File: src/rtl/seq_shifter.sv
// Multi-cycle serial shifter: shifts or rotates one bit per clock through
// SLL/SRL/SRA/ROR and reports the final word plus the last bit pushed out.
module seq_shifter #(
  parameter int WIDTH = 16,
  parameter int AMT_W = $clog2(WIDTH) + 1
) (
  input  logic             clk,
  input  logic             rst_n,
  input  logic             in_valid,
  output logic             in_ready,
  input  logic [WIDTH-1:0] in_val,
  input  logic [AMT_W-1:0] in_amt,
  input  logic [1:0]       in_mode,
  input  logic             in_ins,
  output logic             out_valid,
  input  logic             out_ready,
  output logic [WIDTH-1:0] out_res,
  output logic             out_o,
  output logic             busy
);

  typedef enum logic [1:0] {
    IDLE  = 2'd0,
    SHIFT = 2'd1,
    DONE  = 2'd2
  } state_t;

  state_t           state_q;
  logic [WIDTH-1:0] res_q;
  logic             o_q;
  logic [AMT_W-1:0] cnt_q;
  logic [1:0]       mode_q;
  logic             ins_q;

  logic [AMT_W-1:0] amt_clamp_d;
  logic [WIDTH-1:0] step_res_d;
  logic             step_o_d;

  // One single-bit step; returns {bit shifted out, new word}.
  function automatic logic [WIDTH:0] shift_step(input logic [WIDTH-1:0] v,
                                                input logic [1:0] m,
                                                input logic ins);
    case (m)
      2'b00:   shift_step = {v[WIDTH-1], v[WIDTH-2:0], ins};
      2'b01:   shift_step = {v[0], ins, v[WIDTH-1:1]};
      2'b10:   shift_step = {v[0], v[WIDTH-1], v[WIDTH-1:1]};
      default: shift_step = {v[0], v[0], v[WIDTH-1:1]};
    endcase
  endfunction

  always_comb begin
    amt_clamp_d = in_amt;
    if (in_amt > AMT_W'(WIDTH)) begin
      amt_clamp_d = AMT_W'(WIDTH);
    end else begin
      amt_clamp_d = in_amt;
    end
    {step_o_d, step_res_d} = shift_step(res_q, mode_q, ins_q);
  end

  // Control FSM and datapath registers; mode/fill are frozen at accept.
  always_ff @(posedge clk or negedge rst_n) begin
    if (!rst_n) begin
      state_q <= IDLE;
      res_q   <= '0;
      o_q     <= 1'b0;
      cnt_q   <= '0;
      mode_q  <= 2'b00;
      ins_q   <= 1'b0;
    end else begin
      case (state_q)
        IDLE: begin
          if (in_valid) begin
            res_q   <= in_val;
            o_q     <= 1'b0;
            mode_q  <= in_mode;
            ins_q   <= in_ins;
            cnt_q   <= amt_clamp_d;
            state_q <= (amt_clamp_d == AMT_W'(0)) ? DONE : SHIFT;
          end
        end
        SHIFT: begin
          res_q <= step_res_d;
          o_q   <= step_o_d;
          cnt_q <= cnt_q - AMT_W'(1);
          if (cnt_q == AMT_W'(1)) begin
            state_q <= DONE;
          end
        end
        DONE: begin
          if (out_ready) begin
            state_q <= IDLE;
          end
        end
        default: begin
          state_q <= IDLE;
        end
      endcase
    end
  end

  assign in_ready  = (state_q == IDLE);
  assign out_valid = (state_q == DONE);
  assign busy      = (state_q != IDLE);
  assign out_res   = res_q;
  assign out_o     = o_q;

endmodule

File: config.mk
export PLATFORM = sky130hd
export DESIGN_NAME = seq_shifter
export DESIGN_NICKNAME = d
export VERILOG_FILES = /design/src/rtl/seq_shifter.sv
export SDC_FILE = /design/constraint.sdc
export NUM_CORES = 1
export LEC_CHECK = 0
export CAP_MARGIN = 20
export CORE_ASPECT_RATIO = 1.4
export CORE_MARGIN = 10
export CORE_UTILIZATION = 48
export CTS_CLUSTER_SIZE = 16
export DETAILED_ROUTE_END_ITERATION = 6
export HOLD_SLACK_MARGIN = 0.08
export PLACE_DENSITY = 0.8
export SYNTH_ARGS = -nofsm -noshare
export SYNTH_HDL_FRONTEND = slang
export SYNTH_SLANG_ARGS = --single-unit
File: constraint.sdc
create_clock -name clk -period 1.6 [get_ports clk]
set_clock_uncertainty 0.1 [all_clocks]
set_input_delay 0.32 -clock clk [delete_from_list [all_inputs] [get_ports clk]]
set_output_delay 0.32 -clock clk [all_outputs]
set_load 0.05 [all_outputs]
==> impl_metrics.json, run 1 <==
{
  "status": "finished with violations",
  "violations": "negative setup slack",
  "drcViolationCount": 0,
  "synth_fa_ha_area_frac": 0.01410,
  "die_area_um2": 6562,
  "hold_viol_final": 0,
  "grt_pass1_wl_mm": 7.872,
  "final_area_um2": 2618,
  "h-tree-depth": 1,
  "syn-num-nets": 228,
  "cts_buffers": 3,
  "chipWidth_um": 71.38,
  "maxSlewViolCount": 0,
  "powerDensity_nw_per_um2": 2498,
  "finalCritPeriodShare": 1.000,
  "dp.cells": 286,
  "hold_slack_ns": 0.3188,
  "wl_per_cell_um": 16.16,
  "p_leak_nw": 1.090,
  "via_per_inst": 5.690,
  "tightest_slew_ns": 0.5159,
  "root_buffer": "clkbuf_8",
  "seq_area_um2": 676.9,
  "synth_edf_count": 0,
  "synth_area_um2": 1774,
  "ys.flop_type": "dfrtp_1",
  "drt_iter0_markers": 118,
  "place_area_um2": 2524,
  "setup-violations-final": 1,
  "maxCapViolCount": 0,
  "area_delta_synth_final_pct": 47.53,
  "synth_compound_area_frac": 0.2553,
  "clkSlewWorstSetupHoldPaths_ns": 0.09,
  "yosysTopAreaCell": "dfrtp_1",
  "grt_pass1_vias": 1780,
  "antenna_found_initial": 0,
  "worstSkewPairLatency_ns": 0.27,
  "dr.pass1.iters": 4,
  "ant_nets": 0,
  "fillers": 271,
  "crit_fanout": 5,
  "path_cells": "buf_6, nor2_4, inv_2, buf_12",
  "final_common_cell": "clkdlybuf4s50_1",
  "cts_sinks": 27,
  "vias": 1673,
  "grtUsageTotal": 0.1425,
  "layout_min_cycle_time_ns": 1.600,
  "core_um2": 3611,
  "synthMuxAreaShare": 0.03315,
  "fmax_mhz": 624.9,
  "rsz0062_at_grt": "true",
  "vdd_drop_max_v": 0.002023,
  "placementRows": 26,
  "yosysTopAreaCellShare": 0.3808,
  "grt-ovfl-total": 0,
  "worst_slack_ns": -0.0001417,
  "critPathRequiredTime_ns": 1.18,
  "routed_wl_mm": 4.752,
  "critPathTopFamily": "flip-flops",
  "n_antenna_cell": 0,
  "yosys.area_share.simple": 0.2278,
  "layout-drive-gt1-share": 0.2222,
  "dpl.hpwl_mm": 3.602,
  "start_util": 0.4913,
  "critPathBufInv": 3,
  "multiInputGateArea_um2": 964.7,
  "timing_worst_setup_path_type": "reg -> out",
  "tns_ns": -0.0001417,
  "ys_ff_latch": 27,
  "synth_top_family_by_area": "compound AO/OA/AOI/OAI gates",
  "cpPeakStageDelay_ns": 0.41,
  "crit_slowest_cell": "dfrtp_1",
  "ioPinCount": 48,
  "port_buffers": 47,
  "gp_congestion": 0.8373,
  "slew_headroom": 0.6534,
  "ctsHoldBuffers": 0,
  "hold_path_class": "in -> async",
  "ys_top_cells_by_area": "dfrtp_1 38%, nor3b_1 6.3%, o21a_1 6.3%",
  "cts_tree": "done",
  "finalNonFillerCells": 294,
  "layout.cells.most_common_list": "27 x clkdlybuf4s50_1, 26 x dfrtp_1, 22 x buf_12",
  "nets": 283,
  "avgSynthCellArea_um2": 8.961,
  "synthXorXnorAreaFrac": 0,
  "grt_start_max_net_pins": 28,
  "end_kind": "output port",
  "yosys_warnings": 0,
  "seq_area_frac_synth": 0.3808,
  "cp.arrival_ns": 1.18,
  "clockBufferDepth": 2,
  "critPathLaunchType": "register",
  "synth_cells": 198,
  "synthDistinctLibCells": 40,
  "die_h_um": 91.94,
  "synth-async-reset-ratio": 1.000
}
-- synth_stat cells, types with 4 or more instances --
master	n
inv_1	6
nor2_1	20
nor3b_1	15
nand2_1	17
buf_6	5
buf_2	7
o21ai_1	18
nand3_1	4
a31oi_1	15
buf_4	5
o21a_1	15
dfrtp_1	27
-- worst reg2reg max path: cells and delay by family, from the launching register on --
kind,cells,cell delay [ns]
buf+inv,2,0.32
simple gates,1,0.20
flops,1,0.46
mux,1,0.34
-- final cells by class --
class,instances,share of cell area
flip-flops and latches,27,0.2586
inverters,7,0.01099
well taps,42,0.02008
multi-input cells,147,0.3685
clock buffers,4,0.01721
repair buffers,67,0.3246
-- final timing paths --
kind                            cells after the start         end  slack, ns        from
worst max-delay path                                4        busy    -0.0001  state_q[1]
worst min-delay path                                2  out_res[7]       0.32       rst_n
worst max register to register                      4   mode_q[1]       0.06  state_q[0]
worst min register to register                      1       ins_q       0.42       ins_q
max in group asynchronous                           2  state_q[0]       0.80       rst_n
min in group clk                                    1       ins_q       0.42       ins_q
-- kinds of logic (layout without fill, tap and decap cells) --
kind of cell,after synthesis,count (layout)
AND/OR/NAND/NOR,73,73
multiplexers,5,5
adder cells (fa/ha/maj),2,2
AO/OA/AOI/OAI,67,67
buffers and inverters,24,78
flip-flops,27,27
-- metrics by stage --
step	utilization	setup WS, ns	power (W)
after floorplan	-	0.03010	0.004302
after global placement	0.6989	-0.06741	0.005966
after detailed placement	0.6989	-0.1259	0.006069
after CTS	0.7211	0.01011	0.006547
after global routing	0.7249	-0.04689	0.006947
final	0.7249	-0.0001417	0.006539
-- power by group --
group / internal (W) / switching [W] / leakage, nW / total, W
registers: 0.00105 / 0.000551 / 0.321 / 0.00160
logic: 0.00226 / 0.00229 / 0.746 / 0.00455
clock network: 0.000179 / 0.000208 / 0.0228 / 0.000386
-- state kept, by name, indices dropped and copies added (netlist names) --
name,count
out_o,1
state_q,2
out_res,16
ins_q,1
mode_q,2
cnt_q,5
-- what timing repair did --
action / in CTS / in global routing
pin swaps: 1 / 0
endpoints found under the hold margin: 0 / 0
buffers inserted: 4 / 0
setup endpoints to repair: 3 / 8
gates resized for setup: 3 / 3
-- layer usage --
layer  wire length [µm]  part of all wire  track usage
met5                  0                 0            0
met4                125             0.026      0.07443
met3                299             0.063      0.04207
met2               2509              0.53       0.2552
met1               1817              0.38       0.1426
No activity file was read; power rests on OpenSTA's default activity.
==> run 2: changes to the inputs <==
Settings changed: CORE_UTILIZATION 48 to 60, DONT_BUFFER_PORTS set to 1, PLACE_DENSITY 0.8 to 0.76.
==> run 2 against run 1 <==
  * The run now ends clean
  * Fmax grew 2.3%
  * First-iteration DRC count shrank 15%
  * Setup slack gained 0.036 ns
  * Die area shrank 15%
  * Largest power group unchanged
==> impl_metrics.json, run 2 (synthesized netlist as in run 1, its figures left out) <==
{
  "setup-violations-final": 0,
  "ant_nets": 0,
  "start_util": 0.6227,
  "largest_register_ffs": 16,
  "crit_fanout": 3,
  "critPathRequiredTime_ns": 1.18,
  "routed_wl_mm": 4.796,
  "dp.cells": 246,
  "n_antenna_cell": 0,
  "ioPinCount": 48,
  "drt_iter0_markers": 100,
  "crit_start": "state_q[1]",
  "clockBufferDepth": 2,
  "critPathTopFamily": "flip-flops",
  "hold_viol_final": 0,
  "port_buffers": 0,
  "finalNonFillerCells": 256,
  "layout_min_cycle_time_ns": 1.564,
  "status": "completed",
  "area_delta_synth_final_pct": 17.28,
  "drcViolationCount": 0,
  "powerDensity_nw_per_um2": 2714,
  "timing_worst_setup_path_type": "reg -> out",
  "dr.pass1.iters": 4,
  "cp.arrival_ns": 1.14,
  "final_common_cell": "buf_4",
  "maxSlewViolCount": 0,
  "path_cells": "buf_4, nor2_4, buf_4",
  "hold_path_class": "in -> reg",
  "cts_buffers": 3,
  "core_um2": 2849,
  "critPathMostFrequentCell": "buf_4",
  "clkSlewWorstSetupHoldPaths_ns": 0.09,
  "place_area_um2": 1949,
  "min_from": "in_val[1]",
  "die_h_um": 84.34,
  "seq_area_um2": 678.2,
  "tightest_slew_ns": 0.5799,
  "nets": 250,
  "worstSkewPairLatency_ns": 0.27,
  "fillers": 207,
  "fmax_mhz": 639.2,
  "crit_slowest_cell": "dfrtp_2",
  "cts_sinks": 27,
  "cts_tree": "done",
  "grt_pass1_wl_mm": 8.128,
  "layout.cells.most_common_list": "26 x buf_4, 25 x dfrtp_1, 19 x nor2_1",
  "critPathLaunchType": "register",
  "layout-drive-gt1-share": 0.2146,
  "reg2reg_setup_slack_ns": 0.12,
  "grt_start_max_net_pins": 28,
  "root_buffer": "clkbuf_8",
  "critPathBufInv": 2,
  "maxCapViolCount": 0,
  "wl_per_cell_um": 18.73,
  "final_area_um2": 2081,
  "via_per_inst": 6.172,
  "vdd_drop_max_v": 0.001624,
  "die_area_um2": 5563,
  "r2r_start": "cnt_q[0]",
  "grtUsageTotal": 0.1799,
  "multiInputGateArea_um2": 965.9,
  "p_leak_nw": 0.8764,
  "grt-ovfl-total": 0,
  "cpPeakStageDelay_ns": 0.41,
  "antenna_found_initial": 0,
  "slew_headroom": 0.6134,
  "finalCritPeriodShare": 0.9778,
  "chipWidth_um": 65.96,
  "placementRows": 23,
  "dpl.hpwl_mm": 3.617,
  "rsz0062_at_grt": "true",
  "end_kind": "output port",
  "vias": 1580,
  "h-tree-depth": 1,
  "grt_pass1_vias": 1662,
  "gp_congestion": 0.8522
}
## run 2: cell types whose count changed in the layout (fill, tap and decap cells not counted)
cell | previous run | this run
dlygate4sd3_1 | 0 | 3
clkdlybuf4s50_1 | 27 | 0
buf_12 | 22 | 4
and2b_4 | 0 | 1
inv_2 | 1 | 0
dfrtp_2 | 1 | 2
and2b_2 | 1 | 0
inv_1 | 5 | 6
dfrtp_1 | 26 | 25
buf_4 | 17 | 26
## run 2: layout make-up
cell class | count | share of cell area
clock buffer | 4 | 0.02165
timing repair buffer | 34 | 0.1521
multi-input combinational | 147 | 0.4642
inverter | 7 | 0.01383
sequential | 27 | 0.3259
tap | 37 | 0.02225
## run 2: path summary, 6_finish.rpt
path	endpoint	depth (start not counted)
min in group asynchronous	out_res[10]	2
max in group asynchronous	state_q[1]	2
setup / recovery	in_ready	3
setup reg to reg	cnt_q[4]	5
hold reg to reg	cnt_q[4]	1
hold / removal	out_res[1]	2
## run 2: report_power, final
part,switching [W],internal (W),total [W]
sequential,0.000484,0.00105,0.00153
clock,0.000211,0.000178,0.000389
combinational,0.00221,0.00151,0.00372
## run 2: what timing repair did
item,in CTS,in global routing
gates resized for setup,3,4
endpoints found under the setup margin,3,6
pin swaps,0,0
buffers inserted,2,0
hold endpoints to repair,28,1
hold buffers,3,1
## run 2: layer usage
layer	vias to the layer above	wire length [µm]	global-route usage
met5	-	0	0
met3	6	346	0.05319
li1	756	-	-
met1	769	1739	0.1949
met4	0	70	0.07266
met2	49	2639	0.3131
## run 2: metrics by stage
stage          hold WS, ns  total power (W)  setup slack (ns)    util  TNS (ns)
4_1_cts            0.09092         0.005613           0.01632  0.7220         0
3_3_place_gp      -0.07472         0.005012            0.1902  0.6842         0
2_1_floorplan     -0.07559         0.004302           0.03010       -         0
5_1_grt            0.08910         0.006067          -0.02405  0.7303  -0.03615
3_5_place_dp      -0.07472         0.005163            0.1083  0.6842         0
6_report           0.09526         0.005647           0.03554  0.7303         0
